**src/rtl/i2c_arbiter_if.sv**
```systemverilog
// rtl/i2c_arbiter_if.sv - requester/master-side signal bundle for i2c_arbiter
//
// Carries the requester request/address/data lanes, the per-requester
// grant/ack/err returns and the link to the shared i2c master.
//   master modport : the arbiter (drives grant/ack/err/m_*/busy)
//   slave  modport : requesters + i2c master (drive req/addr_bus/data_bus/m_done)
interface i2c_arbiter_if #(
  parameter int NREQ = 4
);
  logic [NREQ-1:0]   req;
  logic [7*NREQ-1:0] addr_bus;
  logic [8*NREQ-1:0] data_bus;
  logic [NREQ-1:0]   grant;
  logic [NREQ-1:0]   ack;
  logic [NREQ-1:0]   err;
  logic [6:0]        m_addr;
  logic [7:0]        m_data;
  logic              m_send;
  logic              m_done;
  logic              busy;

  modport master (
    input  req, addr_bus, data_bus, m_done,
    output grant, ack, err, m_addr, m_data, m_send, busy
  );

  modport slave (
    output req, addr_bus, data_bus, m_done,
    input  grant, ack, err, m_addr, m_data, m_send, busy
  );
endinterface

```
**src/rtl/i2c_arbiter.sv**
```systemverilog
// rtl/i2c_arbiter.sv - round-robin arbiter sharing one i2c master among NREQ requesters
//
// Ports:
//   clk   : system clock, rising edge
//   reset : asynchronous, active-low
//   bus   : i2c_arbiter_if.master
//           req/addr_bus/data_bus in from requesters, grant/ack/err back,
//           m_addr/m_data/m_send out to the master, m_done in from it, busy.
module i2c_arbiter #(
  parameter int          NREQ           = 4,
  parameter int          PTR_W          = 2,
  parameter logic [23:0] TIMEOUT_CYCLES = 24'd2_000_000
) (
  input logic           clk,
  input logic           reset,
  i2c_arbiter_if.master bus
);

  typedef enum logic [1:0] {
    S_IDLE,
    S_ISSUE,
    S_WAIT,
    S_RELEASE
  } state_t;

  state_t            r_state;
  logic [PTR_W-1:0]  r_ptr;
  logic [PTR_W-1:0]  r_owner;
  logic [23:0]       r_timer;
  logic [NREQ-1:0]   r_grant;
  logic [NREQ-1:0]   r_ack;
  logic [NREQ-1:0]   r_err;
  logic [6:0]        r_m_addr;
  logic [7:0]        r_m_data;
  logic              r_m_send;
  logic              r_busy;

  logic              w_sel_valid;
  logic [PTR_W-1:0]  w_sel_idx;
  logic [PTR_W-1:0]  w_scan_idx;
  logic [PTR_W-1:0]  w_next_ptr;

  // Scan ptr, ptr+1, ... wrapping; the first set request wins.
  always_comb begin
    w_sel_valid = 1'b0;
    w_sel_idx   = '0;
    w_scan_idx  = '0;
    for (int k = 0; k < NREQ; k++) begin
      w_scan_idx = PTR_W'((int'(r_ptr) + k) % NREQ);
      if (!w_sel_valid && bus.req[w_scan_idx]) begin
        w_sel_valid = 1'b1;
        w_sel_idx   = w_scan_idx;
      end
    end
  end

  // NREQ need not be a power of two, so wrap explicitly.
  assign w_next_ptr = (r_owner == PTR_W'(NREQ - 1)) ? '0 : r_owner + 1'b1;

  always_ff @(posedge clk or negedge reset) begin
    if (!reset) begin
      r_state  <= S_IDLE;
      r_ptr    <= '0;
      r_owner  <= '0;
      r_timer  <= '0;
      r_grant  <= '0;
      r_ack    <= '0;
      r_err    <= '0;
      r_m_addr <= '0;
      r_m_data <= '0;
      r_m_send <= 1'b0;
      r_busy   <= 1'b0;
    end else begin
      case (r_state)
        S_IDLE: begin
          if (w_sel_valid) begin
            r_owner  <= w_sel_idx;
            r_grant  <= NREQ'(1) << w_sel_idx;
            r_m_addr <= bus.addr_bus[int'(w_sel_idx)*7 +: 7];
            r_m_data <= bus.data_bus[int'(w_sel_idx)*8 +: 8];
            r_busy   <= 1'b1;
            r_state  <= S_ISSUE;
          end
        end

        S_ISSUE: begin
          r_m_send <= 1'b1;
          r_timer  <= '0;
          r_state  <= S_WAIT;
        end

        S_WAIT: begin
          r_m_send <= 1'b0;
          r_timer  <= r_timer + 24'd1;
          // Completion takes priority over a timeout landing on the same cycle.
          if (bus.m_done) begin
            r_ack   <= r_grant;
            r_state <= S_RELEASE;
          end else if (r_timer == TIMEOUT_CYCLES - 24'd1) begin
            r_err   <= r_grant;
            r_state <= S_RELEASE;
          end
        end

        S_RELEASE: begin
          r_ack   <= '0;
          r_err   <= '0;
          r_grant <= '0;
          r_ptr   <= w_next_ptr;
          r_busy  <= 1'b0;
          r_state <= S_IDLE;
        end

        default: begin
          r_state <= S_IDLE;
        end
      endcase
    end
  end

  assign bus.grant  = r_grant;
  assign bus.ack    = r_ack;
  assign bus.err    = r_err;
  assign bus.m_addr = r_m_addr;
  assign bus.m_data = r_m_data;
  assign bus.m_send = r_m_send;
  assign bus.busy   = r_busy;

endmodule

```
**src/flat_wrapper.sv**
```systemverilog
// flat-port wrapper written by rule: the top's interface ports become plain ports
module i2c_arbiter_flat 
#(
  parameter int          NREQ           = 4,
  parameter int          PTR_W          = 2,
  parameter logic [23:0] TIMEOUT_CYCLES = 24'd2_000_000
)
  (clk, reset, bus_req, bus_addr_bus, bus_data_bus, bus_m_done, bus_grant, bus_ack, bus_err, bus_m_addr, bus_m_data, bus_m_send, bus_busy);
  i2c_arbiter_if #(.NREQ(NREQ)) bus_i ();
  input logic clk;
  input logic reset;
  input wire logic [$bits(bus_i.req)-1:0] bus_req;
  input wire logic [$bits(bus_i.addr_bus)-1:0] bus_addr_bus;
  input wire logic [$bits(bus_i.data_bus)-1:0] bus_data_bus;
  input wire logic [$bits(bus_i.m_done)-1:0] bus_m_done;
  output wire logic [$bits(bus_i.grant)-1:0] bus_grant;
  output wire logic [$bits(bus_i.ack)-1:0] bus_ack;
  output wire logic [$bits(bus_i.err)-1:0] bus_err;
  output wire logic [$bits(bus_i.m_addr)-1:0] bus_m_addr;
  output wire logic [$bits(bus_i.m_data)-1:0] bus_m_data;
  output wire logic [$bits(bus_i.m_send)-1:0] bus_m_send;
  output wire logic [$bits(bus_i.busy)-1:0] bus_busy;
  assign bus_i.req = bus_req;
  assign bus_i.addr_bus = bus_addr_bus;
  assign bus_i.data_bus = bus_data_bus;
  assign bus_i.m_done = bus_m_done;
  assign bus_grant = bus_i.grant;
  assign bus_ack = bus_i.ack;
  assign bus_err = bus_i.err;
  assign bus_m_addr = bus_i.m_addr;
  assign bus_m_data = bus_i.m_data;
  assign bus_m_send = bus_i.m_send;
  assign bus_busy = bus_i.busy;
  i2c_arbiter #(.NREQ(NREQ), .PTR_W(PTR_W), .TIMEOUT_CYCLES(TIMEOUT_CYCLES)) u_core (.clk(clk), .reset(reset), .bus(bus_i));
endmodule
```
**config.mk**
```make
export PLATFORM = sky130hd
export DESIGN_NAME = i2c_arbiter_flat
export DESIGN_NICKNAME = d
export VERILOG_FILES = /design/src/rtl/i2c_arbiter_if.sv /design/src/rtl/i2c_arbiter.sv /design/src/flat_wrapper.sv
export SDC_FILE = /design/constraint.sdc
export NUM_CORES = 1
export LEC_CHECK = 0
export CORE_AREA = 2 2 108 110
export CTS_CLUSTER_SIZE = 12
export DETAILED_ROUTE_END_ITERATION = 10
export DIE_AREA = 0 0 110 112
export HOLD_SLACK_MARGIN = 0.06
export PLACE_DENSITY = 0.53
export SYNTH_ARGS = -nofsm -noshare
export SYNTH_HDL_FRONTEND = slang
export SYNTH_SLANG_ARGS = --single-unit
```
**constraint.sdc**
```tcl
create_clock -name clk -period 2.8 [get_ports clk]
set_input_delay 0.7 -clock clk [delete_from_list [all_inputs] [get_ports clk]]
set_output_delay 0.7 -clock clk [all_outputs]
set_load 0.05 [all_outputs]
```
## Word level (Yosys, flattened, before mapping)

Cells that the tools add are included.

| storage, ports and cells | value |
|---|---|
| memories | 0 |
| output and inout port bits | 29 |
| input bits | 67 |
| register bits after elaboration | 59 |
| bits in read-only memories | 0 |
| RAM bits | 0 |
| bits in latches | 0 |
| word-level logic and storage cells | 81 |

| cells by class | value |
|---|---|
| order comparisons | 4 |
| shift operators | 3 |
| bitwise logic cells | 0 |
| multiplexer cells | 32 |
| multipliers | 1 |
| div/mod/pow operators | 0 |
| add/subtract/negate cells | 5 |
| reduce and logical (&&, ||, !) cells | 15 |
| equality and inequality tests | 10 |

Operator list:

| cell | number |
|---|---|
| 24-bit case mux with 2 select lines | 1 |
| 28-bit by 32-bit variable part select with 7-bit output | 1 |
| 32-bit by 6-bit variable part select with 8-bit output | 1 |
| 24-bit by 1-bit adder with 24-bit output, second input constant | 1 |
| 24-bit by 21-bit equality test with 1-bit output, second input constant | 1 |
| 4-bit case mux with 2 select lines | 3 |
| 2-bit 2-to-1 mux | 8 |
| 4-bit 2-to-1 mux | 4 |
| 2-bit by 3-bit less-than comparator with 1-bit output, second input constant | 4 |
| 1-bit 2-to-1 mux | 9 |
| 1-bit binary-select mux with 2-bit select | 4 |
| 2-bit case mux with 4 select lines | 1 |
| 2-bit AND reduction | 4 |
| 2-bit equality test, second input constant | 3 |
| 2-bit nonzero test | 3 |
| 2-bit by 3-bit multiplier with 5-bit output, second input constant | 1 |
| 2-bit by 1-bit adder with 2-bit output, second input constant | 2 |
| 2-bit adder, second input constant | 2 |
| 2-bit by 1-bit != test with 1-bit output, second input constant | 2 |
| 2-bit != test, second input constant | 2 |
| 1-bit case mux with 2 select lines | 2 |
| 1-bit by 2-bit left shift with 4-bit output, first input constant | 1 |
| 1-bit logical AND | 3 |
| 1-bit zero test | 3 |
| other kinds (4) | 4 |

## Longest topological paths before layout

| logic depth | value |
|---|---|
| depth after elaboration | 15 |
| gate-level depth with buffers | 7 |
| gate-level depth less buffers | 7 |

## Least setup slack after synthesis

Ideal clock, no wire load.

| timing | value |
|---|---|
| path kind | input-to-reg |
| start point | input bus_req[0] |
| end point | register u_core.r_m_data[5], in the netlist u_core.bus.m_data[5] |
| library setup time | 0.124 ns |
| path slack | 0.682 ns |
| stages on the path | 6 |
| data required time | 2.676 ns |
| arrival | 1.994 ns |
| path through | or3b_2 -> o221ai_4 -> buf_8 -> mux2i_1 -> nor3_1 -> a211o_1 |

| on the way | value |
|---|---|
| longest elaborated chain between the ends | 13 |
| elaborated cells on any way between the ends | 24 |

RTL lines:

| item | RTL line | source |
|---|---|---|
| start: declaration | flat_wrapper.sv:12 | `input wire logic [$bits(bus_i.req)-1:0] bus_req;` |
| 1-bit binary-select mux with 2-bit select | i2c_arbiter.sv:50 | `if (!w_sel_valid && bus.req[w_scan_idx]) begin` |
| 1-bit 2-to-1 mux (implied by the code) | i2c_arbiter.sv:50 |  |
| 1-bit 2-to-1 mux | i2c_arbiter.sv:50 |  |
| 1-bit zero test | i2c_arbiter.sv:50 |  |
| 1-bit logical AND | i2c_arbiter.sv:50 |  |
| 1-bit 2-to-1 mux | i2c_arbiter.sv:50 |  |
| 1-bit zero test | i2c_arbiter.sv:50 |  |
| 1-bit logical AND | i2c_arbiter.sv:50 |  |
| 1-bit 2-to-1 mux | i2c_arbiter.sv:50 |  |
| 1-bit zero test | i2c_arbiter.sv:50 |  |
| 1-bit logical AND | i2c_arbiter.sv:50 |  |
| 2-bit 2-to-1 mux / 1-bit 2-to-1 mux (equally long branches) | i2c_arbiter.sv:50 |  |
| 32-bit by 6-bit variable part select with 8-bit output / 2-bit AND reduction (equally long branches) | - |  |
| end signal: assignment | i2c_arbiter.sv:80 | `r_m_data <= bus.data_bus[int'(w_sel_idx)*8 +: 8];` |
| end: declaration | i2c_arbiter.sv:34 | `logic [7:0] r_m_data;` |

Several ways; a longest one is shown, not always the timed one. The select of a mux whose other input is x is not followed.
A chain may end at the register's enable or synchronous reset.

## Final worst setup path

| timing | value |
|---|---|
| start point | input bus_req[0] |
| end point | register u_core.r_m_data[0], in the netlist u_core.bus.m_data[0] |

The elaborated chain is that of the path after synthesis.

==> results.txt <==
post-route fraction of the period consumed by the critical path -> 82.8%
RSZ-0062 raised after global routing -> no
clock sink total -> 59
routed via count -> 2896
Overall Global Routing Usage -> 14.8%
Rel. slew slack -> 55.6%
cell count after synthesis -> 339
post-synthesis sequential area ratio -> 43.9%
placed wire-length estimate after detailed placement -> 6.46 mm
result of the run -> finished clean
async set-or-reset flop fraction in the synthesized netlist -> 100%
antenna violations before repair -> 0
Post-layout nets -> 511
clock transition at the register clock pins on the worst setup and hold paths after CTS -> 0.06 ns
maximum number of pins on one net before global-route repair -> 51
synth warn -> 0
min-delay worst type -> in -> async
most common cell after layout, fill and taps aside -> sky130_fd_sc_hd__clkdlybuf4s50_1
VDD IR max -> 0.000441 V
Std-Cell Core Area -> 0.0112 mm²
Final Routed Wirelength -> 8.76 mm
count of antenna-violating nets left after detailed routing -> 0
actual transition at the worst max-transition pin -> 0.665 ns
vertical die dimension -> 112 µm
Post-synth EDFFs -> 0
required time at the endpoint of the critical path -> 3.01 ns
Lkg Pwr -> 2.06 nW
standard-cell rows -> 39
accumulated negative setup slack -> 0 ns
final max-slew violation count -> 0
initial cell density of the core -> 30.1%
total of fill cells in the finished design -> 1116
power density over cell area -> 963 mW/mm²
GP Congestion -> 0.794
number of non-filler instances in the completed layout -> 586
Post-CTS Hold Fix Bufs -> 0
crit path capture type -> register
final hold violation count -> 0
number of buffers inserted by port buffering -> 95
max-cap check violation count -> 0
number of buffers inserted during clock tree synthesis -> 9
number of distinct library cells after synthesis -> 49
Final Skew -> 0.00660 ns
depth of the CTS H-tree -> 3
count of instances resized after the clock tree is built -> 0
net count after synthesis -> 411
ANT cells -> 0
die footprint -> 0.0123 mm²
critical setup path kind -> in -> reg
clock tree from TritonCTS -> built
Die Wd -> 110 µm
IO Pins -> 96
Seq cells post-synth -> 59
Via-to-Cell Ratio -> 4.94
Placed Cells incl. Taps -> 571
CTS root buffer -> sky130_fd_sc_hd__clkbuf_16
clock latency on the worst-skew pair -> 0.33 ns
WL/cell -> 14.9 µm
DRT Pass-1 Iters -> 4
CP Launch Type -> primary input
violation count after the first detailed-routing iteration -> 101
count of buffers added by post-CTS timing repair for setup -> 0
layout overhead on the synthesized area -> 41.6%
first-pass GRT wire length -> 14.1 mm
remaining routing DRC violations -> 0
fraction of final layout cells with drive strength greater than 1 -> 8.58%
area of the mapped netlist -> 0.00337 mm²
residual overflow from global routing -> 0
synthesized area per cell -> 9.93 µm²
number of global-route vias before repair -> 2883
maximum clock path buffer count -> 2
arrival time of data at the critical path endpoint -> 2.53 ns
achievable frequency -> 0.432 GHz
minimum clock period after layout -> 2.32 ns
Post-synth top flop -> sky130_fd_sc_hd__dfrtp_1
Final setup viols -> 0
highest fanout seen on the critical path -> 15
leading cell types in the layout, fill and taps excluded -> sky130_fd_sc_hd__clkdlybuf4s50_1 (94), sky130_fd_sc_hd__dfrtp_1 (59), sky130_fd_sc_hd__mux2i_1 (35)
## logic make-up after synthesis
group / synth area share, %
AO/OA/AOI/OAI: 14.2
adder cells (fa/ha/maj): 1.86
XOR/XNOR: 3.90
multiplexers: 11.5
AND/OR/NAND/NOR: 19.4
flip-flops: 43.9
buffers and inverters: 5.20
## cell usage after synthesis (2+ instances only)
cell,instances,area (µm²)
sky130_fd_sc_hd__xnor2_1,8,70.1
sky130_fd_sc_hd__and2_1,5,31.3
sky130_fd_sc_hd__inv_1,13,48.8
sky130_fd_sc_hd__nor2b_1,5,31.3
sky130_fd_sc_hd__o31ai_1,3,22.5
sky130_fd_sc_hd__and4_1,3,26.3
sky130_fd_sc_hd__dfrtp_1,59,1480
sky130_fd_sc_hd__ha_1,5,62.6
sky130_fd_sc_hd__nor3b_1,3,22.5
sky130_fd_sc_hd__a21o_1,3,22.5
sky130_fd_sc_hd__buf_2,7,35.0
sky130_fd_sc_hd__clkbuf_1,5,18.8
sky130_fd_sc_hd__a22o_1,2,17.5
sky130_fd_sc_hd__o21ai_0,19,95.1
sky130_fd_sc_hd__nand2b_1,2,12.5
sky130_fd_sc_hd__mux2i_1,35,350
sky130_fd_sc_hd__o21ai_1,6,30.0
sky130_fd_sc_hd__nor4b_1,2,17.5
sky130_fd_sc_hd__nor4_1,3,18.8
sky130_fd_sc_hd__xor2_1,7,61.3
sky130_fd_sc_hd__or3_1,3,18.8
sky130_fd_sc_hd__nor3_1,34,170
sky130_fd_sc_hd__a22oi_1,4,30.0
sky130_fd_sc_hd__a211o_1,15,131
sky130_fd_sc_hd__nor2_1,22,82.6
sky130_fd_sc_hd__nand3_1,8,40.0
sky130_fd_sc_hd__a21oi_1,7,35.0
sky130_fd_sc_hd__nand4_1,6,37.5
sky130_fd_sc_hd__nand2_1,23,86.3
sky130_fd_sc_hd__buf_8,2,30.0
sky130_fd_sc_hd__mux2_2,2,22.5
## report_power, final
part           internal, mW  switching (mW)
clock network         0.612           0.393
logic                 0.884            1.44
registers              1.08           0.181
## final cells by class
cell class	instances	area (µm²)	share of cell area, %
flip-flops and latches	59	1480	31.0
inverters	14	52.6	1.10
multi-input cells	250	1720	36.0
clock inverters	5	30.0	0.630
clock buffers	10	239	5.02
well taps	143	179	3.76
repair buffers	105	1070	22.5
## sequential cells by signal, summed over array words and instances, names as in the netlist, 2 cells and up
| signal | cells |
|---|---|
| u_core.bus.grant | 4 |
| u_core.bus.m_data | 8 |
| u_core.r_ptr | 2 |
| u_core.r_state | 2 |
| u_core.r_timer | 24 |
| u_core.r_owner | 2 |
| u_core.bus.err | 4 |
| u_core.bus.ack | 4 |
| u_core.bus.m_addr | 7 |
## final timing paths
| kind | start | to | slack [ns] | cells after the start |
|---|---|---|---|---|
| max | bus_req[0] | u_core.bus.m_data[0] | 0.48 | 7 |
| max reg2reg | u_core.r_state[1] | u_core.r_timer[22] | 0.70 | 8 |
| min | reset | u_core.r_timer[20] | 0.40 | 1 |
| min reg2reg | u_core.r_owner[1] | u_core.r_owner[1] | 0.48 | 2 |
| min in group clk | u_core.r_owner[1] | u_core.r_owner[1] | 0.48 | 2 |
| max in group asynchronous | reset | u_core.bus.m_data[6] | 1.78 | 2 |
## critical path: stages
cell,delay [ns]
sky130_fd_sc_hd__clkdlybuf4s50_1,0.48
sky130_fd_sc_hd__or3b_2,0.48
sky130_fd_sc_hd__o221ai_4,0.11
sky130_fd_sc_hd__buf_12,0.20
sky130_fd_sc_hd__mux2i_1,0.21
sky130_fd_sc_hd__nor3_1,0.07
sky130_fd_sc_hd__a211o_1,0.27
## layer usage
| layer | vias up | part of all wire [%] | track usage, % |
|---|---|---|---|
| met5 | - | 0 | 0 |
| met3 | 13 | 9.7 | 5.97 |
| li1 | 1429 | - | - |
| met1 | 1351 | 46 | 19.1 |
| met4 | 0 | 1.4 | 6.33 |
| met2 | 103 | 43 | 21.7 |
## per-stage QoR
| stage | util, % | setup slack, ns | power (mW) | instance area, µm² | hold WS (ns) |
|---|---|---|---|---|---|
| floorplan | - | 0.682 | 2.87 | 3370 | 0.404 |
| global placement | 40.2 | 0.132 | 3.60 | 4500 | 0.470 |
| detailed placement | 40.2 | 0.141 | 3.61 | 4500 | 0.473 |
| CTS | 42.6 | 0.483 | 4.65 | 4760 | 0.422 |
| global route | 42.6 | 0.384 | 4.85 | 4760 | 0.461 |
| finish | 42.6 | 0.483 | 4.59 | 4760 | 0.403 |
No activity file was read; power rests on OpenSTA's default activity.
